File: src/rtl/midi_note_sender.sv
// MIDI note sender: serialises Note On, waits a fixed gate time, then Note Off
// on a UART line; reports busy to the upstream sequencer as back-pressure.
module midi_note_sender #(
    parameter int unsigned CLKS_PER_BIT = 3200,
    parameter int unsigned GATE_CYCLES  = 5_000_000,
    parameter int unsigned CHANNEL      = 0,
    parameter int unsigned VELOCITY     = 100
) (
    input  logic       clk,
    input  logic       rst,
    input  logic       pulse_send_note,
    input  logic [7:0] midi_note,
    output logic       busy,
    output logic       midi_tx,
    output logic       note_active
);

    localparam int unsigned TMR_W       = $clog2(CLKS_PER_BIT);
    localparam int unsigned GATE_W      = $clog2(GATE_CYCLES + 1);
    localparam int unsigned REST_CYCLES = 60 * CLKS_PER_BIT + GATE_CYCLES;
    localparam int unsigned REST_W      = $clog2(REST_CYCLES + 1);

    localparam logic [3:0]        CHAN      = 4'(CHANNEL);
    localparam logic [6:0]        VEL       = 7'(VELOCITY);
    localparam logic [TMR_W-1:0]  TMR_LAST  = TMR_W'(CLKS_PER_BIT - 1);
    localparam logic [GATE_W-1:0] GATE_LAST = GATE_W'(GATE_CYCLES - 1);
    localparam logic [REST_W-1:0] REST_LAST = REST_W'(REST_CYCLES - 1);
    localparam logic [3:0]        STOP_IDX  = 4'd9;
    localparam logic [1:0]        LAST_BYTE = 2'd2;

    typedef enum logic [2:0] {
        IDLE,
        ON_TX,
        GATE,
        OFF_TX,
        REST
    } state_t;

    state_t              state_q;
    logic [TMR_W-1:0]    bit_tmr_q;
    logic [3:0]          bit_idx_q;
    logic [1:0]          byte_idx_q;
    logic [GATE_W-1:0]   gate_cnt_q;
    logic [REST_W-1:0]   rest_cnt_q;
    logic [6:0]          note_q;

    logic [7:0]          cur_byte_c;
    logic                next_bit_c;
    logic                bit_end_c;
    logic                note_msb_unused;

    assign note_msb_unused = midi_note[7];

    // Byte currently on the wire, selected by message type and position
    always_comb begin
        cur_byte_c = 8'h00;
        case (byte_idx_q)
            2'd0:    cur_byte_c = (state_q == OFF_TX) ? {4'h8, CHAN} : {4'h9, CHAN};
            2'd1:    cur_byte_c = {1'b0, note_q};
            2'd2:    cur_byte_c = (state_q == OFF_TX) ? 8'h00 : {1'b0, VEL};
            default: cur_byte_c = 8'h00;
        endcase
    end

    // Slot following the current one: data bits LSB first, then the stop bit
    assign next_bit_c = (bit_idx_q < 4'd8) ? cur_byte_c[bit_idx_q[2:0]] : 1'b1;
    assign bit_end_c  = (bit_tmr_q == TMR_LAST);

    always_ff @(posedge clk or posedge rst) begin
        if (rst) begin
            state_q     <= IDLE;
            bit_tmr_q   <= '0;
            bit_idx_q   <= '0;
            byte_idx_q  <= '0;
            gate_cnt_q  <= '0;
            rest_cnt_q  <= '0;
            note_q      <= '0;
            busy        <= 1'b0;
            midi_tx     <= 1'b1;
            note_active <= 1'b0;
        end else begin
            case (state_q)
                IDLE: begin
                    if (pulse_send_note && !busy) begin
                        note_q     <= midi_note[6:0];
                        busy       <= 1'b1;
                        bit_tmr_q  <= '0;
                        bit_idx_q  <= '0;
                        byte_idx_q <= '0;
                        rest_cnt_q <= '0;
                        if (midi_note[6:0] != 7'd0) begin
                            state_q     <= ON_TX;
                            midi_tx     <= 1'b0;
                            note_active <= 1'b1;
                        end else begin
                            state_q <= REST;
                        end
                    end
                end

                ON_TX, OFF_TX: begin
                    if (!bit_end_c) begin
                        bit_tmr_q <= bit_tmr_q + TMR_W'(1);
                    end else begin
                        bit_tmr_q <= '0;
                        if (bit_idx_q != STOP_IDX) begin
                            bit_idx_q <= bit_idx_q + 4'd1;
                            midi_tx   <= next_bit_c;
                        end else if (byte_idx_q != LAST_BYTE) begin
                            // Next byte follows immediately with its start bit
                            byte_idx_q <= byte_idx_q + 2'd1;
                            bit_idx_q  <= '0;
                            midi_tx    <= 1'b0;
                        end else if (state_q == ON_TX) begin
                            state_q    <= GATE;
                            gate_cnt_q <= '0;
                        end else begin
                            state_q     <= IDLE;
                            busy        <= 1'b0;
                            note_active <= 1'b0;
                        end
                    end
                end

                GATE: begin
                    if (gate_cnt_q == GATE_LAST) begin
                        state_q    <= OFF_TX;
                        midi_tx    <= 1'b0;
                        bit_tmr_q  <= '0;
                        bit_idx_q  <= '0;
                        byte_idx_q <= '0;
                    end else begin
                        gate_cnt_q <= gate_cnt_q + GATE_W'(1);
                    end
                end

                REST: begin
                    // Silent slot with the same busy length as a sounded note
                    if (rest_cnt_q == REST_LAST) begin
                        state_q <= IDLE;
                        busy    <= 1'b0;
                    end else begin
                        rest_cnt_q <= rest_cnt_q + REST_W'(1);
                    end
                end

                default: state_q <= IDLE;
            endcase
        end
    end

endmodule

File: config.mk
export PLATFORM = sky130hd
export DESIGN_NAME = midi_note_sender
export DESIGN_NICKNAME = d
export VERILOG_FILES = /design/src/rtl/midi_note_sender.sv
export SDC_FILE = /design/constraint.sdc
export NUM_CORES = 1
export LEC_CHECK = 0
export CAP_MARGIN = 25
export CORE_MARGIN = 5
export CORE_UTILIZATION = 50
export CTS_CLUSTER_DIAMETER = 40
export DETAILED_ROUTE_END_ITERATION = 12
export GPL_ROUTABILITY_DRIVEN = 0
export PLACE_DENSITY = 0.72
export SLEW_MARGIN = 20
export SYNTH_ARGS = -nofsm -noshare
export SYNTH_HDL_FRONTEND = slang
export SYNTH_SLANG_ARGS = --single-unit
File: constraint.sdc
create_clock -name clk -period 4.8 [get_ports clk]
set_input_delay 0.96 -clock clk [delete_from_list [all_inputs] [get_ports clk]]
set_output_delay 0.96 -clock clk [all_outputs]
set_load 0.005 [all_outputs]
==> impl_results.md, run 1 <==
* Critical path, cell by cell: clkdlybuf4s50_1 > nor2b_1 > o211ai_1 > nor4_4 > nand4_1 > mux2i_1
* Initial core utilization at 0.5055
* Switching power at 285.9 µW
* Commonest non-fill, non-tap cells in the layout: dfrtp_1, nand2_1, o21ai_0
* Vias in the first global route at just under 4000
* Rows at 35
* Layout cells sized above 1 at 0.08806
* Synth Area in Simple Gates at 0.2736
* Yosys reg bits at 77
* Post-Synth XOR/XNOR Area at 0.01720
* Critical Path Start: pulse_send_note
* P_int at approximately 900 µW
* Worst hold slack at 0.4851 ns
* Total Neg Setup Slack at 0 ns
* Clk Latency, worst-skew pair at 0.37 ns
* Yosys top cell area share at 0.4151
* Nets at between 500 and 600
* Post-CTS Hold Buffers at 0
* Crit path launch type: input pin
* Final setup viols at 0
* Core area at slightly above 9000 µm²
* I/O Pins at 14
* Worst r2r dst: gate_cnt_q[22]$_DFFE_PP0P_
* Post-DR wirelength/cell at 16.80 µm
* Setup bufs post-CTS at 0
* Multiplexer share of the synthesized area at 0.03031
* Grt total ovfl at 0
* H-tree levels at 3
* Max-Cap Viols at 0
* Fmax at around 380 MHz
* Kind of critical path: in -> reg
* Initial antenna violation count at 0
* YS warnings at 0
* CP endpoint kind: flip-flop
* Sequential share of the synthesized area at 0.4208
* Largest family of logic cells by synthesized area: simple AND/OR/NAND/NOR gates
* Reg2reg path depth at 7
* Slew @ Worst Pin at 1.022 ns
* Post-Layout Cell Count at 622
* Worst Clk Skew at 0.01060 ns
* Die Area at 11180 µm²
* Post-layout instance area at 4957 µm²
* WL met3 at 391 µm
* Avg Cell Area, Syn at 9.145 µm²
* Post-cts resize count at 0
* Slew Limit Fails at 0
* Synth-to-layout area growth at 8.192%
* DR top layer: met4
* Cells after Synth at 501
* DR vias at 3925
* RSZ-0062 raised after global routing: false
* Flop pwr share at 0.546
* Commonest register cell after synthesis: dfrtp_1
* Post-synth cell types at 70
* Final Cycle Share at 0.5511
* Slowest stage cell, crit path: clkdlybuf4s50_1
* Reg clk slew, reported paths at 0.09 ns
* TritonCTS clock tree: built
* Most common cell after layout, fill and taps aside: dfrtp_1
* Area contributors post-synth: dfrtp_1, nand2_1, o21ai_0, o31ai_1, nand3_1
* Comb power frac at 0.023
* First-pass GRT wire length at 18210 µm
* Dpl cells at 606
* Clk sinks at 77
* WP data arrival at 2.92 ns
* Avg Vias per Cell at 6.310
* Synthesized net count at 522
* Met1 wire length at 4818 µm
* Critical Path Max Stage Delay at 0.51 ns
* Post-DP HPWL at 7128 µm
* Die Wd at roughly 110 µm
* Pre-Repair DR Iteration Count at 5
* Mapped cell area at 4582 µm²
* RR Startpoint: byte_idx_q[0]$_DFFE_PP0P_
* Hold Crit Start: note_q[3]$_DFFE_PP0P_
* Die height at 105.7 µm
* Total GRT Usage at 0.1970
* Compound-Gate Fraction of Synth Area at 0.1928
* Status: completed
* Largest net degree at the start of global routing at 51
* Met2 WL at 5121 µm
* Root buffer cell: clkbuf_8
* Worst hold path type: reg -> reg
* Drt initial violations at 287
* Async SR Flop Fraction at 1.000
* Antenna viol nets, final at 0
* Switch share at 0.2407
* Reg2Reg Setup Slack at 2.25 ns
* Slew HR at 0.3154
* Clock buffer count from CTS at 9
* DRT Wirelength at 10450 µm
* Pwr Total at 1.188 mW
* Adder-cell share of the synthesized area at 0.02731
* Clock network fraction of total power at 0.432
* DRC viols at 0
* Min cycle time layout at 2.645 ns
* Port Buffer Count at 12
* ANT cells at 0
* Final Hold Viols at 0
* Critical-path maximum fanout at 6
* Placed Area at 4755 µm²
* LEAKAGE at between 2 and 2.5 nW
* Cell taking the most area after synthesis: dfrtp_1
* Post-synth EDFFs at 0
* Peak supply drop at 128.4 µV
* Setup crit end: rest_cnt_q[22]$_DFFE_PP0P_
* PD cells at approximately 240 nW/µm²
* WP data required at approximately 5.1 ns
* CTS max path bufs at 2
-- power by group through the flow --
| stage | registers (mW) | logic (mW) | clock network [mW] |
|---|---|---|---|
| floorplan | 0.661 | 0.0131 | 0 |
| global placement | 0.661 | 0.0275 | 0 |
| detailed placement | 0.661 | 0.0276 | 0 |
| CTS | 0.648 | 0.0276 | 0.515 |
| global route | 0.648 | 0.0303 | 0.555 |
| finish | 0.648 | 0.0269 | 0.513 |
-- worst min path at each step --
| stage | to | slack (ns) | cells after the start |
|---|---|---|---|
| 3_3_place_gp | note_q[0]$_DFFE_PP0P_ | 0.46 | 2 |
| 6_report | note_q[3]$_DFFE_PP0P_ | 0.49 | 2 |
| 4_1_cts | note_q[0]$_DFFE_PP0P_ | 0.48 | 2 |
| 2_1_floorplan | note_q[4]$_DFFE_PP0P_ | 0.44 | 2 |
| 3_5_place_dp | note_q[0]$_DFFE_PP0P_ | 0.46 | 2 |
| 5_1_grt | note_q[6]$_DFFE_PP0P_ | 0.51 | 2 |
-- critical path: cells and delay by family --
family | cells | cell delay (ns)
compound gates | 1 | 0.29
buf+inv | 1 | 0.51
mux | 1 | 0.20
simple gates | 3 | 0.97
-- metal layers --
layer  vias up  global-route usage
li1       1889                   -
met1      1946              0.2558
met2        78              0.3361
met3        12             0.03368
met4         0             0.06013
met5         -                   0
-- synthesized netlist by cell type, types with 8 or more instances --
cell type and instances:
nand2_1 61, a31oi_1 13, o211ai_1 8, o31ai_1 23, nand4_1 19, nor2_1 37, nand3_1 32, nor3_1 11
inv_1 13, xnor2_1 9, dfrtp_1 76, o21ai_0 39, mux2i_1 9, a21oi_1 16, ha_1 10, clkbuf_1 10
-- layout make-up --
type                       instances  area [µm²]
fill                             832        4108
multi-input combinational        388        2484
sequential                        77        1928
timing repair buffer              17       157.7
tap                              111       138.9
clock buffer                      10       127.6
clock inverter                     6       71.32
inverter                          13       50.05
-- cells by family after synthesis --
kind of cell               count (synthesis)
buffers and inverters                     36
muxes                                     12
adders and majority gates                 10
DFF                                       77
and+or+nand+nor                          225
AOI/OAI and AO/OA                        132
xor gates and xnor gates                   9
-- through the flow --
step,util,setup slack (ns)
floorplan,-,1.875
global placement,0.5237,1.863
detailed placement,0.5245,1.819
CTS,0.5464,2.170
global route,0.5469,2.071
finish,0.5469,2.155
-- state kept, by name (all words and copies together), names as in the netlist --
register and flops:
busy 1, bit_tmr_q 12, note_q 7, note_active 1
rest_cnt_q 23, gate_cnt_q 23, byte_idx_q 2, state_q 3
bit_idx_q 4, midi_tx 1
No activity file was read; power rests on OpenSTA's default activity.
==> inputs of run 2 (changes only) <==
- PLACE_DENSITY: 0.72 -> 0.75
- clock period: 4.8 -> 2.4 ns (I/O delays scaled with it)
==> run 2 against run 1 <==
  * Final cell count is 4.0% higher
  * Highest routed layer unchanged
  * Non-clock buffer count increased by 25
  * Clock power up 100%
  * Worst hold slack lost 0.010 ns
  * Utilization rose by 2.5 points
==> impl_results.md, run 2 (synthesis results as in run 1) <==
* WP data required at 2.69 ns (-2.39 ns)
* Vias in the first global route at 3878 (+0.78%)
* Comb power frac at 0.026 (+0.003)
* Switch share at 0.2327 (-0.008005)
* CP endpoint kind: flip-flop
* ANT cells at 0 (unchanged)
* Setup bufs post-CTS at 0 (unchanged)
* Port Buffer Count at 12 (unchanged)
* DRT Wirelength at 10560 µm (+1.1%)
* Worst Clk Skew at 0.01007 ns (-0.0005352 ns)
* Nets at 552 (+4.7%)
* Peak supply drop at 275.4 µV (+110%)
* P_int at 1.836 mW (+100%)
* Total GRT Usage at 0.2007 (+0.003778)
* Drt initial violations at 317 (+10%)
* Post-layout instance area at 5182 µm² (+4.5%)
* Critical-path maximum fanout at 7 (+1)
* Crit path launch type: flip-flop
* CTS max path bufs at 2 (unchanged)
* Grt total ovfl at 0 (unchanged)
* Post-CTS Hold Buffers at 0 (unchanged)
* Min cycle time layout at 2.177 ns
* Total Neg Setup Slack at 0 ns (unchanged)
* I/O Pins at 14 (unchanged)
* Slowest stage cell, crit path: nor3_1
* Reg clk slew, reported paths at 0.09 ns (about the same)
* Root buffer cell: clkbuf_8
* Slew @ Worst Pin at 0.6527 ns (-0.3697 ns)
* FILL cells at 767 (-7.8%)
* TritonCTS clock tree: built
* PD cells at 461.7 nW/µm² (+93%)
* Die Area at 11180 µm² (unchanged)
* DR vias at 3954 (+0.74%)
* Clk sinks at 77 (unchanged)
* Final setup viols at 0 (unchanged)
* Post-DR wirelength/cell at 16.32 µm (-2.8%)
* Largest net degree at the start of global routing at 30 (-41%)
* H-tree levels at 3 (unchanged)
* Clock buffer count from CTS at 9 (unchanged)
* LEAKAGE at 2.139 nW (+6.7%)
* Commonest non-fill, non-tap cells in the layout: dfrtp_1, nand2_1, o21ai_0
* Pre-Repair DR Iteration Count at 5 (unchanged)
* Die height at 105.7 µm (unchanged)
* RSZ-0062 raised after global routing: false
* Status: completed
* Fmax at 459.3 MHz
* Avg Vias per Cell at 6.111 (-3.2%)
* Core area at 9065 µm² (unchanged)
* Kind of critical path: reg -> reg
* Post-DP HPWL at 7459 µm (+4.6%)
* Worst hold slack at 0.4747 ns (-0.01043 ns)
* Slew HR at 0.5603 (+0.2449)
* Synth-to-layout area growth at 13.11%
* Pwr Total at 2.393 mW (+100%)
* Initial antenna violation count at 0 (unchanged)
* First-pass GRT wire length at 18540 µm (+1.8%)
* Max-Cap Viols at 0 (unchanged)
* Layout cells sized above 1 at 0.1325 (+0.04440)
* WP data arrival at 2.47 ns (-0.45 ns)
* Initial core utilization at 0.5055 (unchanged)
* Switching power at 556.8 µW (+95%)
* Final cell utilization of the core at 0.5717 (+0.02485)
* Clk Latency, worst-skew pair at 0.36 ns (about the same)
* Post-cts resize count at 0 (unchanged)
* Flop pwr share at 0.542 (-0.004)
* Worst path top cell family by delay: simple AND/OR/NAND/NOR gates
* Clock network fraction of total power at 0.432 (about the same)
* Die Wd at 105.7 µm (unchanged)
* Final Hold Viols at 0 (unchanged)
* Placed Area at 4970 µm² (+4.5%)
* Critical path, cell by cell: ha_1 > and3_1 > nand4_1 > nor3_1 > o21ai_0 > a21oi_1
* Rows at 35 (unchanged)
* CP bufs+invs at 0 (-1)
* Biggest regs: gate_cnt_q: 23 flops, rest_cnt_q: 23 flops, bit_tmr_q: 12 flops
* Slew Limit Fails at 0 (unchanged)
* Most common cell after layout, fill and taps aside: dfrtp_1
* Critical Path Max Stage Delay at 0.59 ns (+0.08 ns)
* Final Cycle Share at 0.9072
* DRC viols at 0 (unchanged)
* Worst hold path type: reg -> reg
* Antenna viol nets, final at 0 (unchanged)
==> run 2: layout make-up <==
class	instances	area [µm²]	share of cell area
multi-input combinational	388	2484	0.4792
sequential	77	1928	0.3720
timing repair buffer	42	370.4	0.07146
tap	111	138.9	0.02680
clock buffer	10	137.6	0.02656
clock inverter	6	71.32	0.01376
inverter	13	52.55	0.01014
==> run 2: path summary, 6_finish.rpt <==
path                                      startpoint                         to  slack [ns]  depth (start not counted)
setup / recovery           rest_cnt_q[0]$_DFFE_PP0P_  rest_cnt_q[3]$_DFFE_PP0P_        0.22                          6
hold / removal                 note_q[6]$_DFFE_PP0P_      note_q[6]$_DFFE_PP0P_        0.47                          2
setup reg to reg           rest_cnt_q[0]$_DFFE_PP0P_  rest_cnt_q[3]$_DFFE_PP0P_        0.22                          6
hold reg to reg                note_q[6]$_DFFE_PP0P_      note_q[6]$_DFFE_PP0P_        0.47                          2
max in group asynchronous                        rst  rest_cnt_q[9]$_DFFE_PP0P_        1.34                          3
min in group asynchronous                        rst      note_q[2]$_DFFE_PP0P_        0.53                          2
==> run 2: stage by stage <==
stage                     std cells  setup WS, ns
after floorplan                 501        0.4107
after global placement          631        0.1559
after detailed placement        631        0.1233
after CTS                       647        0.2207
after global routing            647       0.01123
final                           647        0.2228
==> run 2: power groups by stage <==
stage	Clock [mW]	Combinational (mW)	Sequential, mW
2_1_floorplan	0	0.0266	1.32
3_3_place_gp	0	0.0629	1.32
3_5_place_dp	0	0.0637	1.32
4_1_cts	1.05	0.0643	1.30
5_1_grt	1.11	0.0701	1.30
6_report	1.03	0.0622	1.30
==> run 2: routing by layer <==
layer / up-vias / part of all wire / track usage
met2: 94 / 0.49 / 0.3338
met4: 0 / 0.015 / 0.06105
met3: 14 / 0.042 / 0.03491
met5: - / 0 / 0
li1: 1933 / - / -
met1: 1913 / 0.46 / 0.2679
==> run 2: worst register-to-register path, stage by stage (launching register included) <==
cell	delay, ns
dfrtp_1	0.42
ha_1	0.19
and3_1	0.22
nand4_1	0.35
nor3_1	0.59
o21ai_0	0.18
a21oi_1	0.16
